<file path="src/rtl/instruction_sequencer_pkg.sv">
// Shared control-word definitions for the SAP1 sequencer/decoder pair.
// Control bits are always extracted with these masks, never with literal indices.
package instruction_sequencer_pkg;

    localparam int CONTROL_WORD_WIDTH = 16;

    localparam logic [CONTROL_WORD_WIDTH-1:0] c_HLT = 16'h8000;
    localparam logic [CONTROL_WORD_WIDTH-1:0] c_IO  = 16'h0800;
    localparam logic [CONTROL_WORD_WIDTH-1:0] c_II  = 16'h0400;
    localparam logic [CONTROL_WORD_WIDTH-1:0] c_EL  = 16'h0002;
    localparam logic [CONTROL_WORD_WIDTH-1:0] c_ADV = 16'h0001;

    function automatic logic cw_bit(input logic [CONTROL_WORD_WIDTH-1:0] cw,
                                    input logic [CONTROL_WORD_WIDTH-1:0] mask);
        return |(cw & mask);
    endfunction

endpackage

</file>
<file path="src/rtl/sap1_step_counter.sv">
// Microstep counter: step register, halt latch, wrap pulse and the HLT > ADV > wrap priority.
// o_retire flags an accepted c_ADV so the parent can count completed instructions.
module sap1_step_counter #(
    parameter int INSTRUCTION_STEPS = 8,
    parameter int STEP_WIDTH        = $clog2(INSTRUCTION_STEPS)
) (
    input  logic                  i_clk,
    input  logic                  i_rst_n,
    input  logic                  i_en,
    input  logic                  i_adv,
    input  logic                  i_hlt,
    output logic [STEP_WIDTH-1:0] o_step,
    output logic                  o_step_wrap,
    output logic                  o_halted,
    output logic                  o_retire
);

    localparam logic [STEP_WIDTH-1:0] LAST_STEP = STEP_WIDTH'(INSTRUCTION_STEPS - 1);

    logic [STEP_WIDTH-1:0] r_step;
    logic                  r_wrap;
    logic                  r_halted;
    logic                  w_active;

    assign w_active = i_en && !r_halted;

    always_ff @(posedge i_clk) begin
        if (!i_rst_n) begin
            r_step   <= '0;
            r_wrap   <= 1'b0;
            r_halted <= 1'b0;
        end else begin
            r_wrap <= 1'b0;
            if (w_active) begin
                if (i_hlt) begin
                    r_halted <= 1'b1;
                end else if (i_adv) begin
                    r_step <= '0;
                end else if (r_step == LAST_STEP) begin
                    r_step <= '0;
                    r_wrap <= 1'b1;
                end else begin
                    r_step <= r_step + 1'b1;
                end
            end
        end
    end

    assign o_step      = r_step;
    assign o_step_wrap = r_wrap;
    assign o_halted    = r_halted;
    assign o_retire    = w_active && i_adv && !i_hlt;

endmodule

</file>
<file path="src/rtl/instruction_sequencer.sv">
// SAP1 sequencer front end: IR, flags, retired counter and step counter feeding the decoder.
// Optional SINGLE_STEP_EN adds i_ss_mode/i_ss_pulse to gate updates on pulse rising edges.
module instruction_sequencer
    import instruction_sequencer_pkg::*;
#(
    parameter int INSTRUCTION_WIDTH = 4,
    parameter int OPERAND_WIDTH     = 4,
    parameter int INSTRUCTION_STEPS = 8,
    parameter int RETIRED_WIDTH     = 16,
    parameter int STEP_WIDTH        = $clog2(INSTRUCTION_STEPS)
) (
    input  logic                                      i_clk,
    input  logic                                      i_rst_n,
    input  logic [CONTROL_WORD_WIDTH-1:0]             i_control_word,
    input  logic [INSTRUCTION_WIDTH+OPERAND_WIDTH-1:0] i_bus,
    input  logic                                      i_alu_zero,
    input  logic                                      i_alu_carry,
    input  logic                                      i_alu_odd,
`ifdef SINGLE_STEP_EN
    input  logic                                      i_ss_mode,
    input  logic                                      i_ss_pulse,
`endif
    output logic [INSTRUCTION_WIDTH-1:0]              o_instruction,
    output logic [OPERAND_WIDTH-1:0]                  o_operand,
    output logic [STEP_WIDTH-1:0]                     o_step,
    output logic                                      o_zero,
    output logic                                      o_carry,
    output logic                                      o_odd,
    output logic                                      o_halted,
    output logic                                      o_step_wrap,
    output logic [RETIRED_WIDTH-1:0]                  o_retired
);

    logic [INSTRUCTION_WIDTH+OPERAND_WIDTH-1:0] r_ir;
    logic [2:0]                                 r_flags;
    logic [RETIRED_WIDTH-1:0]                   r_retired;
    logic                                       w_gate;
    logic                                       w_active;
    logic                                       w_halted;
    logic                                       w_retire;

`ifdef SINGLE_STEP_EN
    logic r_ss_prev;

    always_ff @(posedge i_clk) begin
        if (!i_rst_n) r_ss_prev <= 1'b0;
        else          r_ss_prev <= i_ss_pulse;
    end

    // A held pulse opens the gate for its first cycle only.
    assign w_gate = !i_ss_mode || (i_ss_pulse && !r_ss_prev);
`else
    assign w_gate = 1'b1;
`endif

    assign w_active = w_gate && !w_halted;

    sap1_step_counter #(
        .INSTRUCTION_STEPS(INSTRUCTION_STEPS),
        .STEP_WIDTH       (STEP_WIDTH)
    ) u_step (
        .i_clk      (i_clk),
        .i_rst_n    (i_rst_n),
        .i_en       (w_gate),
        .i_adv      (cw_bit(i_control_word, c_ADV)),
        .i_hlt      (cw_bit(i_control_word, c_HLT)),
        .o_step     (o_step),
        .o_step_wrap(o_step_wrap),
        .o_halted   (w_halted),
        .o_retire   (w_retire)
    );

    always_ff @(posedge i_clk) begin
        if (!i_rst_n) begin
            r_ir      <= '0;
            r_flags   <= '0;
            r_retired <= '0;
        end else begin
            if (w_active && cw_bit(i_control_word, c_II))
                r_ir <= i_bus;
            if (w_active && cw_bit(i_control_word, c_EL))
                r_flags <= {i_alu_zero, i_alu_carry, i_alu_odd};
            if (w_retire)
                r_retired <= r_retired + RETIRED_WIDTH'(1);
        end
    end

    assign o_instruction = r_ir[INSTRUCTION_WIDTH+OPERAND_WIDTH-1:OPERAND_WIDTH];
    assign o_operand     = r_ir[OPERAND_WIDTH-1:0];
    assign {o_zero, o_carry, o_odd} = r_flags;
    assign o_halted      = w_halted;
    assign o_retired     = r_retired;

endmodule

</file>
<file path="config.mk">
export PLATFORM = sky130hd
export DESIGN_NAME = instruction_sequencer
export DESIGN_NICKNAME = d
export VERILOG_FILES = /design/src/rtl/instruction_sequencer_pkg.sv /design/src/rtl/sap1_step_counter.sv /design/src/rtl/instruction_sequencer.sv
export SDC_FILE = /design/constraint.sdc
export NUM_CORES = 1
export LEC_CHECK = 0
export ABC_AREA = 1
export BUFFER_PORTS_ARGS = -buffer_cell sky130_fd_sc_hd__buf_2
export CAP_MARGIN = 5
export CORE_MARGIN = 8
export CORE_UTILIZATION = 50
export DETAILED_ROUTE_END_ITERATION = 10
export PLACE_DENSITY = 0.86
export SETUP_SLACK_MARGIN = 0.5
export SYNTH_ARGS = -nofsm -noshare
export SYNTH_HDL_FRONTEND = slang
export SYNTH_SLANG_ARGS = --single-unit
</file>
<file path="constraint.sdc">
create_clock -name i_clk -period 1.8 [get_ports i_clk]
set_input_delay 0.09 -clock i_clk [delete_from_list [all_inputs] [get_ports i_clk]]
set_output_delay 0.09 -clock i_clk [all_outputs]
set_load 0.02 [all_outputs]
</file>
* Word-level counts from Yosys, hierarchy flattened *
Cells that the tools add are included.

word-level totals
  bits in registers = 32
  input port bits = 29
  output and inout bits = 32
  word-level logic and storage cells = 25

cells by class
  add/sub/neg operators = 2
  equality and inequality tests = 1
  muxes and demuxes = 5
  bitwise logic cells = 3
  reductions and logical operators = 8

operator list
  cell                                           count
  adder 16 x 1 -> 16 bit, second input constant  1
  two-way mux 3 bit                              2
  logical AND 1 bit                              4
  OR reduction 4 bit                             1
  adder 3 x 1 -> 3 bit, second input constant    1
  == test 3 bit, second input constant           1
  two-way mux 1 bit                              3
  NOT 1 bit                                      3
  logical NOT 1 bit                              2
  AND reduction 2 bit                            1

* Logic depth before layout (Yosys ltp) *
  word-level depth = 3
  depth in mapped cells = 8
  mapped depth without buffers = 8

* By module *
Synthesis repeated with hierarchy kept, for this count alone.

unflattened totals
  cells, all modules = 204
  area, all modules = 1416.4 um^2

by module, submodules not included
  module                 times used  cells an instance  area each (um^2)  sequential area each (um^2)
  instruction_sequencer  1           170                1177.4            540.5
  sap1_step_counter      1           34                 239.0             100.1

* Worst setup path after synthesis *
Ideal clock, no wire load.

  path kind = register to register
  start = reg r_retired[1], in the netlist o_retired[1]
  end = reg r_retired[12], in the netlist o_retired[12]
  setup time = 0.113 ns
  arrival = 1.273 ns
  data required time = 1.687 ns
  setup slack = 0.414 ns
  stages on the path, launching flop included = 7
  path buffers = 0
  period minus slack after synthesis = 1.386 ns
  cells stage by stage = dfxtp_1 ha_1 nand3_1 nor2_8 nand3_2 nor2_1 nor2_1

on the way
  longest elaborated chain between the ends = 1

RTL lines
  element                 RTL line                     RTL
  from (decl)             instruction_sequencer.sv:36  logic [RETIRED_WIDTH-1:0] r_retired;
  from (signal assigned)  instruction_sequencer.sv:84  r_retired <= r_retired + RETIRED_WIDTH'(1);
  adder 16 x 1 -> 16 bit  instruction_sequencer.sv:84

Every way passes these cells.
A chain may end at the register's enable or synchronous reset.

* Worst setup path in the final report *
  start = reg u_step.r_halted, in the netlist u_step.o_halted
  end = reg r_retired[5], in the netlist o_retired[5]

on the way
  longest elaborated chain between the ends = 3

RTL lines
  element                          RTL line                 RTL
  from (decl)                      sap1_step_counter.sv:22  logic r_halted;
  from (signal assigned)           sap1_step_counter.sv:31  r_halted <= 1'b0;
  from (signal assigned)           sap1_step_counter.sv:36  r_halted <= 1'b1;
  logical NOT 1 bit                sap1_step_counter.sv:25  assign w_active = i_en && !r_halted;
  logical AND 1 bit (2 in series)  sap1_step_counter.sv:52  assign o_retire = w_active && i_adv && !i_hlt;

Every way passes these cells.

==> impl_metrics.yaml <==
outcome:
  run_status: "finished clean"
floorplan:
  io-pin-count: 61
  die_x_um: 70.0
  die_area_um2: 4900
  start_util_pct: 52.8
  rows: 19
  core_area_um2: 2760
  die_h_um: 70.0
sta:
  finalCritPeriodShare_pct: 68.5
  max_slew_margin_pct: 78.9
  rsz0062_at_grt: "true"
  worst_pin_slew_ns: 0.315
  maxSlewViolCount: 0
  hold_violations: 0
  whs_ns: 0.0147
  setup-violations-final: 0
  fmax_mhz: 810
  fin_tns_setup_ns: 0
  period_needed_ns: 1.23
  finalClockSkew_ns: 0.00230
clock_tree:
  clk_pin_slew_ns: 0.09
  cts_tree: "built"
  h-tree-depth: 2
  cts_made_buffers: 5
  insertion_delay_ns: 0.32
  ctsLongestPathBuffers: 2
  cts_hold_buf: 0
  root_buffer: "clkbuf_4"
  cts_num_sinks: 32
pwr:
  p_leak_nw: 0.914
  p_per_area_nw_per_um2: 741
  ir_worst_vdd_mv: 0.565
setup_path:
  r2r-start: "u_step.o_halted"
  start_kind: "flip-flop"
  crit_arrival_ns: 1.45
  critPathMaxStageDelay_ns: 0.36
  required_ns: 2.02
  slowest_stage: "dfxtp_1"
  r2r_end: "o_retired[5]"
  critPathCaptureType: "flip-flop"
  path_cells: "nor2_4 -> nand2_4 -> nor2_4 -> nand2_1 -> o21ai_0 -> nor2_1"
  r2r_cells: 6
  crit_top_cell: "nor2_4"
  critPathKind: "flip-flop to flip-flop"
  reg2reg_slack_ns: 0.57
  critPathMaxFanout: 8
hold_path:
  hp-start: "i_bus[4]"
  holdPathEnd: "r_ir[4]"
  hp-class: "input port to flip-flop"
  min_path_cells: 3
grt:
  grt_max_degree: 19
  antenna_found_initial: 0
  grt_pass1_vias: 1320
  grt_pass1_wl_um: 5550
  grt_overflow: 0
  grt_usage_pct: 13.4
yosys:
  syn_nets: 238
  yosys.area_share.simple_pct: 36.3
  yosysSeqAreaShare_pct: 44.0
  netlist_area_um2: 1460
  syn_inst: 206
  synth-compound-area-share_pct: 9.71
  synth_mux_area_share_pct: 0
  yosysWarnings: 0
  synth_top_family_by_area: "simple AND/OR/NAND/NOR gates"
  synth.top_cell.area_share_pct: 44.0
  synth.avg_cell_area_um2: 7.07
  synth_seq_cells: 32
  synthTopCellsByArea: "dfxtp_1, nor2_1, nand2_1, inv_1, o21ai_0"
  synth_fa_ha_area_share_pct: 2.58
  synth_xor_area_share_pct: 0
  yosysUniqueCellTypes: 22
  yosys.area.top_type: "dfxtp_1"
final_layout:
  layout_common_cells: "nor2_1, buf_2, nand2_1, dfxtp_1, inv_1"
  fin_nets: 295
  instances_no_fill: 294
  layout_commonest_cell: "nor2_1"
  area_delta_synth_final_pct: 25.6
  drive_above_1_share_pct: 28.5
  n_antenna_cell: 0
drt:
  viasPerCell: 4.95
  drc_errors: 0
  ant_nets: 0
  via_count: 1454
  drt_iter0_markers: 61
  firstDrtPassIters: 4
  finalWirelength_um: 3310
  drt-wirelength-per-cell_um: 11.3
job:
  max_cap_viol_count: 0
place:
  dpl.hpwl_um: 2540
  gp_congestion: 0.841
  dp.cells: 283
  portBuffers: 48
==> cells by family (layout without fill, tap and decap cells) <==
kind of cell / after synthesis / in the layout
AOI/OAI and AO/OA: 27 / 27
adders and majority gates: 3 / 3
buffers and inverters: 25 / 82
DFF: 32 / 32
and+or+nand+nor: 119 / 119
==> metrics by stage <==
| step | setup slack (ns) | instance area, um^2 | total power, mW | utilization (%) |
|---|---|---|---|---|
| finish | 0.566 | 1830 | 1.36 | 66.3 |
| global route | 0.393 | 1830 | 1.43 | 66.3 |
| CTS | 0.511 | 1790 | 1.36 | 64.9 |
| detailed placement | 0.542 | 1720 | 0.921 | 62.4 |
| global placement | 0.561 | 1720 | 0.918 | 62.4 |
| floorplan | 0.525 | 1460 | 0.865 | - |
==> critical path, delay by kind of cell, from the launching register on <==
family / cells / cell delay [ns]
simple gates: 5 / 0.60
flops: 1 / 0.36
compound gates: 1 / 0.17
==> flip-flops by register name, indices dropped and copies added (netlist names) <==
register	cells
o_retired	16
u_step.o_halted	1
u_step.o_step	3
u_step.o_step_wrap	1
r_ir	8
r_flags	3
==> area by class of cell <==
| cell class | count | area [um^2] |
|---|---|---|
| fill | 257 | 928 |
| multi-input combinational | 149 | 718 |
| sequential | 32 | 647 |
| timing repair buffer | 53 | 278 |
| inverter | 22 | 82.6 |
| clock buffer | 7 | 65.1 |
| tap | 31 | 38.8 |
==> how the worst max path moves through the flow <==
stage / end / start / cells past startpoint
floorplan: o_retired[12] / o_retired[1] / 6
detailed placement: o_retired[15] / o_retired[3] / 7
CTS: o_retired[15] / o_retired[3] / 7
global placement: o_retired[12] / o_retired[1] / 6
global route: o_retired[5] / u_step.o_halted / 6
finish: o_retired[5] / u_step.o_halted / 6
==> timing repair <==
action                                 in CTS  in global routing
setup buffers                               0                  4
setup endpoints to repair                   1                 11
pin swaps                                   0                  4
gates cloned                                0                  0
endpoints found under the hold margin       0                  0
resized for setup                           1                  5
==> synthesized netlist by cell type, drive strengths merged <==
master	count
a21oi	8
a22oi	2
a31oi	1
and2	1
buf	1
clkbuf	2
dfxtp	32
ha	3
inv	22
nand2	41
nand3	12
nand4	2
nor2	59
nor3	3
nor4	1
o21ai	16
==> per-layer routing <==
metal	track usage [%]	vias up	wire length [um]	share of wire [%]
met5	0	-	0	0
met4	7.14	0	41	1.2
met3	5.79	5	244	7.4
met2	22.1	37	1600	48
met1	14.2	648	1420	43
li1	-	764	-	-
==> power breakdown <==
group          switching [mW]  internal [mW]
sequential             0.0159          0.734
clock                   0.223          0.221
combinational           0.101         0.0602
total                   0.340           1.02
(Power assumes the default switching activity.)
